<file path="src/rtl/bus_stall_gen_if.sv">
// Stall-generator bus bundle: configuration in, inhibit/busy out.
// master = harness side, slave = bus_stall_gen side.
interface bus_stall_gen_if #(
  parameter int CountWidth = 8
);
  logic [1:0]            mode;
  logic [CountWidth-1:0] on_cycles;
  logic [CountWidth-1:0] off_cycles;
  logic [7:0]            density;
  logic                  start;
  logic [15:0]           seed;
  logic                  seed_load;
  logic [CountWidth-1:0] max_stall;
  logic                  inhibit;
  logic                  busy;
`ifdef BUS_STALL_GEN_STATS_EN
  logic [31:0]           stall_count;

  modport master (
    output mode, on_cycles, off_cycles,
    output density, start, seed, seed_load,
    output max_stall,
    input  inhibit, busy, stall_count
  );

  modport slave (
    input  mode, on_cycles, off_cycles,
    input  density, start, seed, seed_load,
    input  max_stall,
    output inhibit, busy, stall_count
  );
`else
  modport master (
    output mode, on_cycles, off_cycles,
    output density, start, seed, seed_load,
    output max_stall,
    input  inhibit, busy
  );

  modport slave (
    input  mode, on_cycles, off_cycles,
    input  density, start, seed, seed_load,
    input  max_stall,
    output inhibit, busy
  );
`endif
endinterface

</file>
<file path="src/rtl/bus_stall_gen.sv">
// Inhibit back-pressure generator: OFF / PERIODIC / RANDOM / BURST
// patterns with a forward-progress watchdog. Ports: clk, rst_n, bus
// (slave modport: mode, on_cycles, off_cycles, density, start, seed,
// seed_load, max_stall in; inhibit, busy out). Optional macro
// BUS_STALL_GEN_STATS_EN adds the 32-bit stall_count output.
module bus_stall_gen #(
  parameter logic [15:0] LfsrSeed   = 16'hACE1,
  parameter int          CountWidth = 8
) (
  input  logic           clk,
  input  logic           rst_n,
  bus_stall_gen_if.slave bus
);

  localparam logic [1:0] M_OFF = 2'd0;
  localparam logic [1:0] M_PER = 2'd1;
  localparam logic [1:0] M_RND = 2'd2;
  localparam logic [1:0] M_BST = 2'd3;

  localparam logic PH_ON  = 1'b0;
  localparam logic PH_OFF = 1'b1;

  typedef logic [CountWidth-1:0] cnt_t;

  logic [1:0] mode_q;
  cnt_t       cnt_q, cnt_n;
  logic       ph_q, ph_n;
  cnt_t       run_q, run_n;
  logic [15:0] lfsr_q, lfsr_n;
  logic       inh_q, inh_n;
  logic       busy_q, busy_n;

  logic chg;
  logic pat;
  logic eff_on;
  logic frc;
  cnt_t on_last;
  cnt_t off_last;

  assign chg      = (bus.mode != mode_q);
  assign on_last  = bus.on_cycles - cnt_t'(1);
  assign off_last = bus.off_cycles - cnt_t'(1);
  // An empty OFF phase collapses into back-to-back ON phases.
  assign eff_on   = (ph_q == PH_ON) || (bus.off_cycles == '0);

  always_comb begin
    pat    = 1'b0;
    cnt_n  = cnt_q;
    ph_n   = ph_q;
    busy_n = busy_q;
    unique case (1'b1)
      chg || (mode_q == M_OFF): begin
        cnt_n  = '0;
        ph_n   = PH_ON;
        busy_n = 1'b0;
      end
      !chg && (mode_q == M_PER): begin
        if (bus.on_cycles == '0) begin
          cnt_n = '0;
          ph_n  = PH_ON;
        end else if (eff_on) begin
          pat = 1'b1;
          if (cnt_q >= on_last) begin
            cnt_n = '0;
            ph_n  = (bus.off_cycles == '0) ? PH_ON : PH_OFF;
          end else begin
            cnt_n = cnt_q + cnt_t'(1);
            ph_n  = PH_ON;
          end
        end else begin
          if (cnt_q >= off_last) begin
            cnt_n = '0;
            ph_n  = PH_ON;
          end else begin
            cnt_n = cnt_q + cnt_t'(1);
          end
        end
      end
      !chg && (mode_q == M_RND): begin
        pat    = (lfsr_q[7:0] < bus.density);
        cnt_n  = '0;
        ph_n   = PH_ON;
        busy_n = 1'b0;
      end
      !chg && (mode_q == M_BST): begin
        ph_n = PH_ON;
        if (busy_q) begin
          if ((bus.on_cycles == '0) || (cnt_q >= on_last)) begin
            busy_n = 1'b0;
            cnt_n  = '0;
          end else begin
            pat   = 1'b1;
            cnt_n = cnt_q + cnt_t'(1);
          end
        end else if (bus.start && (bus.on_cycles != '0)) begin
          pat    = 1'b1;
          busy_n = 1'b1;
          cnt_n  = '0;
        end
      end
      default: begin
        cnt_n = '0;
      end
    endcase
  end

  // run_q holds the length of the high run currently on inhibit.
  assign frc   = (bus.max_stall != '0) && (run_q == bus.max_stall);
  assign inh_n = pat && !frc && !chg;

  always_comb begin
    run_n = '0;
    if (inh_n) begin
      run_n = (run_q == '1) ? run_q : run_q + cnt_t'(1);
    end
  end

  always_comb begin
    lfsr_n = {1'b0, lfsr_q[15:1]} ^ (lfsr_q[0] ? 16'hB400 : 16'h0000);
    if (bus.seed_load) begin
      lfsr_n = (bus.seed == 16'h0000) ? LfsrSeed : bus.seed;
    end
  end

  always_ff @(posedge clk or negedge rst_n) begin
    if (!rst_n) begin
      mode_q <= M_OFF;
      cnt_q  <= '0;
      ph_q   <= PH_ON;
      run_q  <= '0;
      lfsr_q <= LfsrSeed;
      inh_q  <= 1'b0;
      busy_q <= 1'b0;
    end else begin
      mode_q <= bus.mode;
      cnt_q  <= cnt_n;
      ph_q   <= ph_n;
      run_q  <= run_n;
      lfsr_q <= lfsr_n;
      inh_q  <= inh_n;
      busy_q <= busy_n;
    end
  end

  assign bus.inhibit = inh_q;
  assign bus.busy    = busy_q;

`ifdef BUS_STALL_GEN_STATS_EN
  logic [31:0] stall_q;

  always_ff @(posedge clk or negedge rst_n) begin
    if (!rst_n) begin
      stall_q <= '0;
    end else if (bus.seed_load) begin
      stall_q <= '0;
    end else if (inh_q) begin
      stall_q <= stall_q + 32'd1;
    end
  end

  assign bus.stall_count = stall_q;
`endif

endmodule
</file>
<file path="src/flat_wrapper.sv">
// flat-port wrapper written by rule: the top's interface ports become plain ports
module bus_stall_gen_flat 
#(
  parameter logic [15:0] LfsrSeed   = 16'hACE1,
  parameter int          CountWidth = 8
)
  (clk, rst_n, bus_mode, bus_on_cycles, bus_off_cycles, bus_density, bus_start, bus_seed, bus_seed_load, bus_max_stall, bus_inhibit, bus_busy);
  bus_stall_gen_if #(.CountWidth(CountWidth)) bus_i ();
  input  logic clk;
  input  logic rst_n;
  input wire logic [$bits(bus_i.mode)-1:0] bus_mode;
  input wire logic [$bits(bus_i.on_cycles)-1:0] bus_on_cycles;
  input wire logic [$bits(bus_i.off_cycles)-1:0] bus_off_cycles;
  input wire logic [$bits(bus_i.density)-1:0] bus_density;
  input wire logic [$bits(bus_i.start)-1:0] bus_start;
  input wire logic [$bits(bus_i.seed)-1:0] bus_seed;
  input wire logic [$bits(bus_i.seed_load)-1:0] bus_seed_load;
  input wire logic [$bits(bus_i.max_stall)-1:0] bus_max_stall;
  output wire logic [$bits(bus_i.inhibit)-1:0] bus_inhibit;
  output wire logic [$bits(bus_i.busy)-1:0] bus_busy;
  assign bus_i.mode = bus_mode;
  assign bus_i.on_cycles = bus_on_cycles;
  assign bus_i.off_cycles = bus_off_cycles;
  assign bus_i.density = bus_density;
  assign bus_i.start = bus_start;
  assign bus_i.seed = bus_seed;
  assign bus_i.seed_load = bus_seed_load;
  assign bus_i.max_stall = bus_max_stall;
  assign bus_inhibit = bus_i.inhibit;
  assign bus_busy = bus_i.busy;
  bus_stall_gen #(.LfsrSeed(LfsrSeed), .CountWidth(CountWidth)) u_core (.clk(clk), .rst_n(rst_n), .bus(bus_i));
endmodule
</file>
<file path="config.mk">
export PLATFORM = sky130hd
export DESIGN_NAME = bus_stall_gen_flat
export DESIGN_NICKNAME = d
export VERILOG_FILES = /design/src/rtl/bus_stall_gen_if.sv /design/src/rtl/bus_stall_gen.sv /design/src/flat_wrapper.sv
export SDC_FILE = /design/constraint.sdc
export NUM_CORES = 1
export LEC_CHECK = 0
export ABC_AREA = 1
export CAP_MARGIN = 15
export CORE_ASPECT_RATIO = 1.2
export CORE_MARGIN = 2
export CORE_UTILIZATION = 40
export CTS_CLUSTER_DIAMETER = 80
export DETAILED_ROUTE_END_ITERATION = 6
export SYNTH_ARGS = -nofsm -noshare
export SYNTH_HDL_FRONTEND = slang
export SYNTH_SLANG_ARGS = --single-unit
export TNS_END_PERCENT = 5
</file>
<file path="constraint.sdc">
create_clock -name clk -period 4.62 [get_ports clk]
set_clock_uncertainty 0.05 [all_clocks]
set_input_delay 0.924 -clock clk [delete_from_list [all_inputs] [get_ports clk]]
set_output_delay 0.924 -clock clk [all_outputs]
set_load 0.03 [all_outputs]
</file>
Word-level counts from Yosys, hierarchy flattened
Cells that the tools add are included.
- flip-flop bits (word level): 37
- input port bits: 54
- output and inout port bits: 2
- logic and storage cells: 74
- add/sub/neg operators: 4
- magnitude comparators: 3
- equality and inequality tests: 9
- multiplexer cells: 26
- bitwise operators: 2
- reductions and logical operators: 23
- operator list (operator ; number):
    $mux 8 ; 9
    $mux 16 ; 3
    $add 8x1->8 const B ; 2
    $ge 8x8->1 ; 2
    $logic_not 16->1 ; 1
    $logic_not 8->1 ; 2
    $pmux 8 s2 ; 1
    $reduce_bool 8->1 ; 2
    $sub 8x1->8 const B ; 2
    $xor 15x16->16 ; 1
    $mux 1 ; 10
    $eq 8x8->1 ; 1
    $eq 8x8->1 const B ; 1
    $lt 8x8->1 ; 1
    $logic_and 1x1->1 ; 7
    $eq 2x2->1 const B ; 2
    $ne 4x3->1 const B ; 1
    $pmux 1 s2 ; 2
    $reduce_bool 2->1 ; 2
    $logic_or 1x1->1 ; 3
    $ne 3x2->1 const B ; 1
    $pmux 1 s3 ; 1
    $reduce_or 3->1 ; 1
    $eq 2x1->1 const B ; 1
    other kinds (7) ; 8

Depth between registers and ports, before layout
- word-level depth: 9
- depth in mapped cells: 16
- mapped depth without buffers: 16

Worst setup path after synthesis
No wires, ideal clock.
- kind: in2reg
- start: input bus_on_cycles[0]
- end: register u_core.run_q[0]
- library setup time: 124 ps
- arrival time: 2536 ps
- data required time: 4446 ps
- slack: 1909 ps
- stages on the path: 15
- path buffers: 0
- cells stage by stage: inv_1 nand3_1 nor2_1 nand2_1 nor3_1 xor2_1 ha_1 nand2_1 a21oi_1 nand2b_1 inv_1 nand3_1 nand2_1 o21bai_4 nor2_1
- longest elaborated chain between the ends: 9
- elaborated cells between the ends (all ways): 15
- classes of those cells: 1 x add/sub; 1 x order compare; 1 x eq/ne; 6 x mux; 6 x reduce/logical
- RTL lines (element ; RTL line ; RTL):
    from (decl) ; flat_wrapper.sv:12 ; input wire logic [$bits(bus_i.on_cycles)-1:0] bus_on_cycles;
    $sub 8x1->8 ; bus_stall_gen.sv:41 ; assign on_last = bus.on_cycles - cnt_t'(1);
    $ge 8x8->1 ; bus_stall_gen.sv:88 ; if ((bus.on_cycles == '0) || (cnt_q >= on_last)) begin
    $logic_or 1x1->1 ; bus_stall_gen.sv:88 ;
    $mux 1 ; bus_stall_gen.sv:88 ;
    $mux 1 ; bus_stall_gen.sv:87 ; if (busy_q) begin
    $pmux 1 s3 * ; bus_stall_gen.sv:51 ; unique case (1'b1)
    $logic_and 1x1->1 * (2 in a row) ; bus_stall_gen.sv:109 ; assign inh_n = pat && !frc && !chg;
    $ne 2x2->1 (no source line) or $mux 8 (tied branches) ; -- ;
    to (signal assigned) ; bus_stall_gen.sv:138 ; run_q <= run_n;
    to (decl) ; bus_stall_gen.sv:28 ; cnt_t run_q, run_n;
Mark *: on every way between the ends. The rest lies on a longest branch, timed or not.
A chain may end at the register's enable or synchronous reset.

Worst setup path after layout
- start: input bus_on_cycles[0]
- end: register u_core.run_q[6]
Same word-level chain as after synthesis.

==> results.md <==
* Result of the run: completed
* Count of yosys warnings during synthesis at 0
* Library cell used as clock root buffer: clkbuf_8
* Library cell occupying the most area in the post-synthesis netlist: dfrtp_1
* CTS Buf Count at 5
* Number of buffers on the longest clock path at 2
* Post-synthesis sequential area ratio at 0.3252
* Worst setup path category: in -> reg
* Sequential cell fraction of total power at 0.423
* Number of nets produced by synthesis at 482
* R2R setup slack at 2.83 ns
* Clock slew at reported path FFs at 0.07 ns
* Quantity of I/O buffers inserted on ports at 55
* Worst min-delay path category: reg -> reg
* Switching Share at 0.2381
* Endpoint of the most critical register-to-register path: u_core.run_q[6]$_DFFE_PN0P_
* Capturing element type of the critical path: flip-flop
* Ratio of cells with drive above 1 in the final layout at 0.08478
* Starting Density at 0.4173
* HPWL Detailed at 4837 um
* Fill cells at 674
* Number of optimization iterations in the first detailed-route pass at 4
* Largest cells by area after synthesis: dfrtp_1 (25%), nand2_1 (14%), ha_1 (13%)
* Ratio of total power to cell area at 229.5 nW/um2
* Congestion Overflow GR at 0
* TritonCTS Sinks at 37
* Netlist Area Pre-Place at 2878 um2
* Biggest fanout along the worst timing path at 9
* Part of the cycle the worst path needs at 0.6670
* Fin Setup TNS at 0 ns
* Cell area after layout at 3659 um2
* Unique cell type count in the Yosys netlist at 34
* Logic depth of the worst register-to-register path at 11
* Count of state elements after synthesis at 37
* Wire length of the first global-routing pass at 10870 um
* CTS tree: yes
* Die outline width at 81.43 um
* Post-cts sizing count at 0
* Time the worst path needs with I/O delays and setup at 3.081 ns
* Unrepaired setup endpoints after global routing: false
* Max Slew Vio Count at 0
* Clk network pwr share at 0.393
* Achievable frequency at 324.5 MHz
* Destination of the critical timing path: u_core.run_q[6]$_DFFE_PN0P_
* Leakage power at 1.957 nW
* Final weighted congestion of routability-driven global placement at 0.8262
* Number of antenna violations at the first check in global routing at 0
* Area of the core at 6895 um2
* Antenna viol nets, final at 0
* Critical Path Start: bus_on_cycles[0]
* Peak VDD IR at 0.0001649 V
* Mean Syn Cell Area at 7.212 um2
* Hold-fix buffers at CTS at 0
* Area share of the largest cell type after synthesis at 0.2522
* CP Launch Type: input pin
* Area of the die at 7892 um2
* Relative contribution of combinational cells to total power at 0.183
* Worst endpoint data arrival time at 3.21 ns
* Wirelength per Cell at 10.83 um
* DRC Markers at 0
* Internal power summed over all cells at 0.6397 mW
* Commonest cells after routing, fill and taps aside: nand2_1 (105), inv_1 (69), clkdlybuf4s50_1 (54), nor2_1 (48)
* H-tree depth at 2
* Number of buffers inserted to repair setup after CTS at 0
* Layout Nets at 542
* Critical register-to-register path startpoint: u_core.cnt_q[0]$_DFFE_PN0P_
* Most common library cell in the layout ignoring fill and taps: nand2_1
* Number of vias in the routed layout at 2540
* Die boundary height at 96.92 um
* Total Wirelength at 5923 um
* I/O Pins at 56
* Total count of hold-check failures in the final report at 0
* Max_slew headroom at 0.4602
* Number of placement rows at 33
* Maximum number of pins on one net before global-route repair at 38
* Total setup violations reported at the end of the flow at 0
* DRC marker count from the first detailed-route iteration at 72
* Worst path required time at 4.74 ns
* Max-cap violations at 0
* Instance area at placement at 3525 um2
* Area growth, synth to finish at 27.13%
* Via count normalized by instance count at 4.644
* Worst-margin pin slew at 0.8097 ns
* Clock insertion delay at the later pin of the skew report at 0.29 ns
* Via count of the first global-routing pass at 2641
* Total routing usage reported by global routing at 0.1707
* Gate Count Post-Synth at 399
* Net switching power at 0.1999 mW
* Count of antenna diodes in the layout at 0
flip-flops by register name, summed over array words and instances, names as in the netlist:
register and flops:
u_core.cnt_q 8, u_core.ph_q 1, u_core.lfsr_q 16, u_core.mode_q 2, u_core.bus.inhibit 1, u_core.bus.busy 1
u_core.run_q 8
stage by stage:
step	power, mW	hold WS, ns	util	worst slack, ns	cells
floorplan	0.4398	0.3683	-	1.909	399
global placement	0.5162	0.4068	0.5112	1.289	539
detailed placement	0.5182	0.4004	0.5112	1.229	539
CTS	0.8537	0.4189	0.5306	1.543	547
global route	0.8928	0.4499	0.5306	1.196	547
finish	0.8396	0.4151	0.5306	1.539	547
worst min path at each step:
stage / start / to / slack (ns) / depth (start not counted)
6_report: u_core.lfsr_q[9]$_DFF_PN0_ / u_core.lfsr_q[8]$_DFF_PN0_ / 0.42 / 2
5_1_grt: u_core.lfsr_q[9]$_DFF_PN0_ / u_core.lfsr_q[8]$_DFF_PN0_ / 0.45 / 2
4_1_cts: u_core.lfsr_q[9]$_DFF_PN0_ / u_core.lfsr_q[8]$_DFF_PN0_ / 0.42 / 2
3_5_place_dp: u_core.lfsr_q[9]$_DFF_PN0_ / u_core.lfsr_q[8]$_DFF_PN0_ / 0.40 / 2
3_3_place_gp: u_core.lfsr_q[9]$_DFF_PN0_ / u_core.lfsr_q[8]$_DFF_PN0_ / 0.41 / 2
2_1_floorplan: u_core.lfsr_q[9]$_DFF_PN0_ / u_core.lfsr_q[8]$_DFF_PN0_ / 0.37 / 2
metal layers:
| metal | up-vias | track usage | routed length (um) |
|---|---|---|---|
| met2 | 47 | 0.2982 | 2923 |
| met1 | 1121 | 0.2021 | 2585 |
| met3 | 13 | 0.01959 | 204 |
| met4 | 0 | 0.08083 | 209 |
| met5 | - | 0 | 0 |
| li1 | 1359 | - | - |
cell usage after synthesis (all sizes together):
cell type,number
nand3,20
xor2,18
dfstp,8
clkbuf,2
nand4,5
xnor2,7
o31ai,1
or2,2
and3,1
nor4,4
nand2b,1
clkinv,2
nand2,109
nor2,53
o21bai,1
a21oi,15
a21o,1
ha,29
nor3,11
a22oi,3
inv,71
o21ai,5
dfrtp,29
nor3b,1
cells by family (layout without fill, tap and decap cells):
logic type      Yosys count  after routing  synth area share
simple gates            207            207            0.3187
buf+inv                  75            136           0.09826
flops                    37             37            0.3252
fa+ha+maj                29             29            0.1261
compound gates           26             26           0.05565
xor+xnor                 25             25           0.07609
final cells by class:
cell class / count / area (um2) / share of cell area
clock buffer: 5 / 68.82 / 0.01881
multi-input combinational: 287 / 1659 / 0.4535
tap: 87 / 108.9 / 0.02975
sequential: 37 / 935.9 / 0.2558
timing repair buffer: 55 / 545.5 / 0.1491
clock inverter: 3 / 65.06 / 0.01778
inverter: 73 / 275.3 / 0.07524
power by group through the flow:
stage	clock (mW)	combinational (mW)	sequential, mW
finish	0.330	0.154	0.356
global placement	0	0.155	0.361
floorplan	0	0.0796	0.360
CTS	0.341	0.157	0.356
global route	0.357	0.178	0.358
detailed placement	0	0.157	0.361
worst max-delay path, stage by stage:
cell,delay [ns]
clkdlybuf4s50_1,0.39
inv_1,0.12
nand3_1,0.13
nor2_1,0.12
nand2_1,0.09
nor3_1,0.18
xor2_1,0.10
ha_1,0.30
nand2_1,0.07
a21oi_1,0.10
nand2b_1,0.14
inv_1,0.04
nand3_1,0.09
nand2_1,0.09
o21bai_4,0.24
nor2_1,0.07
Note: power is estimated with default switching activity, not from simulation.
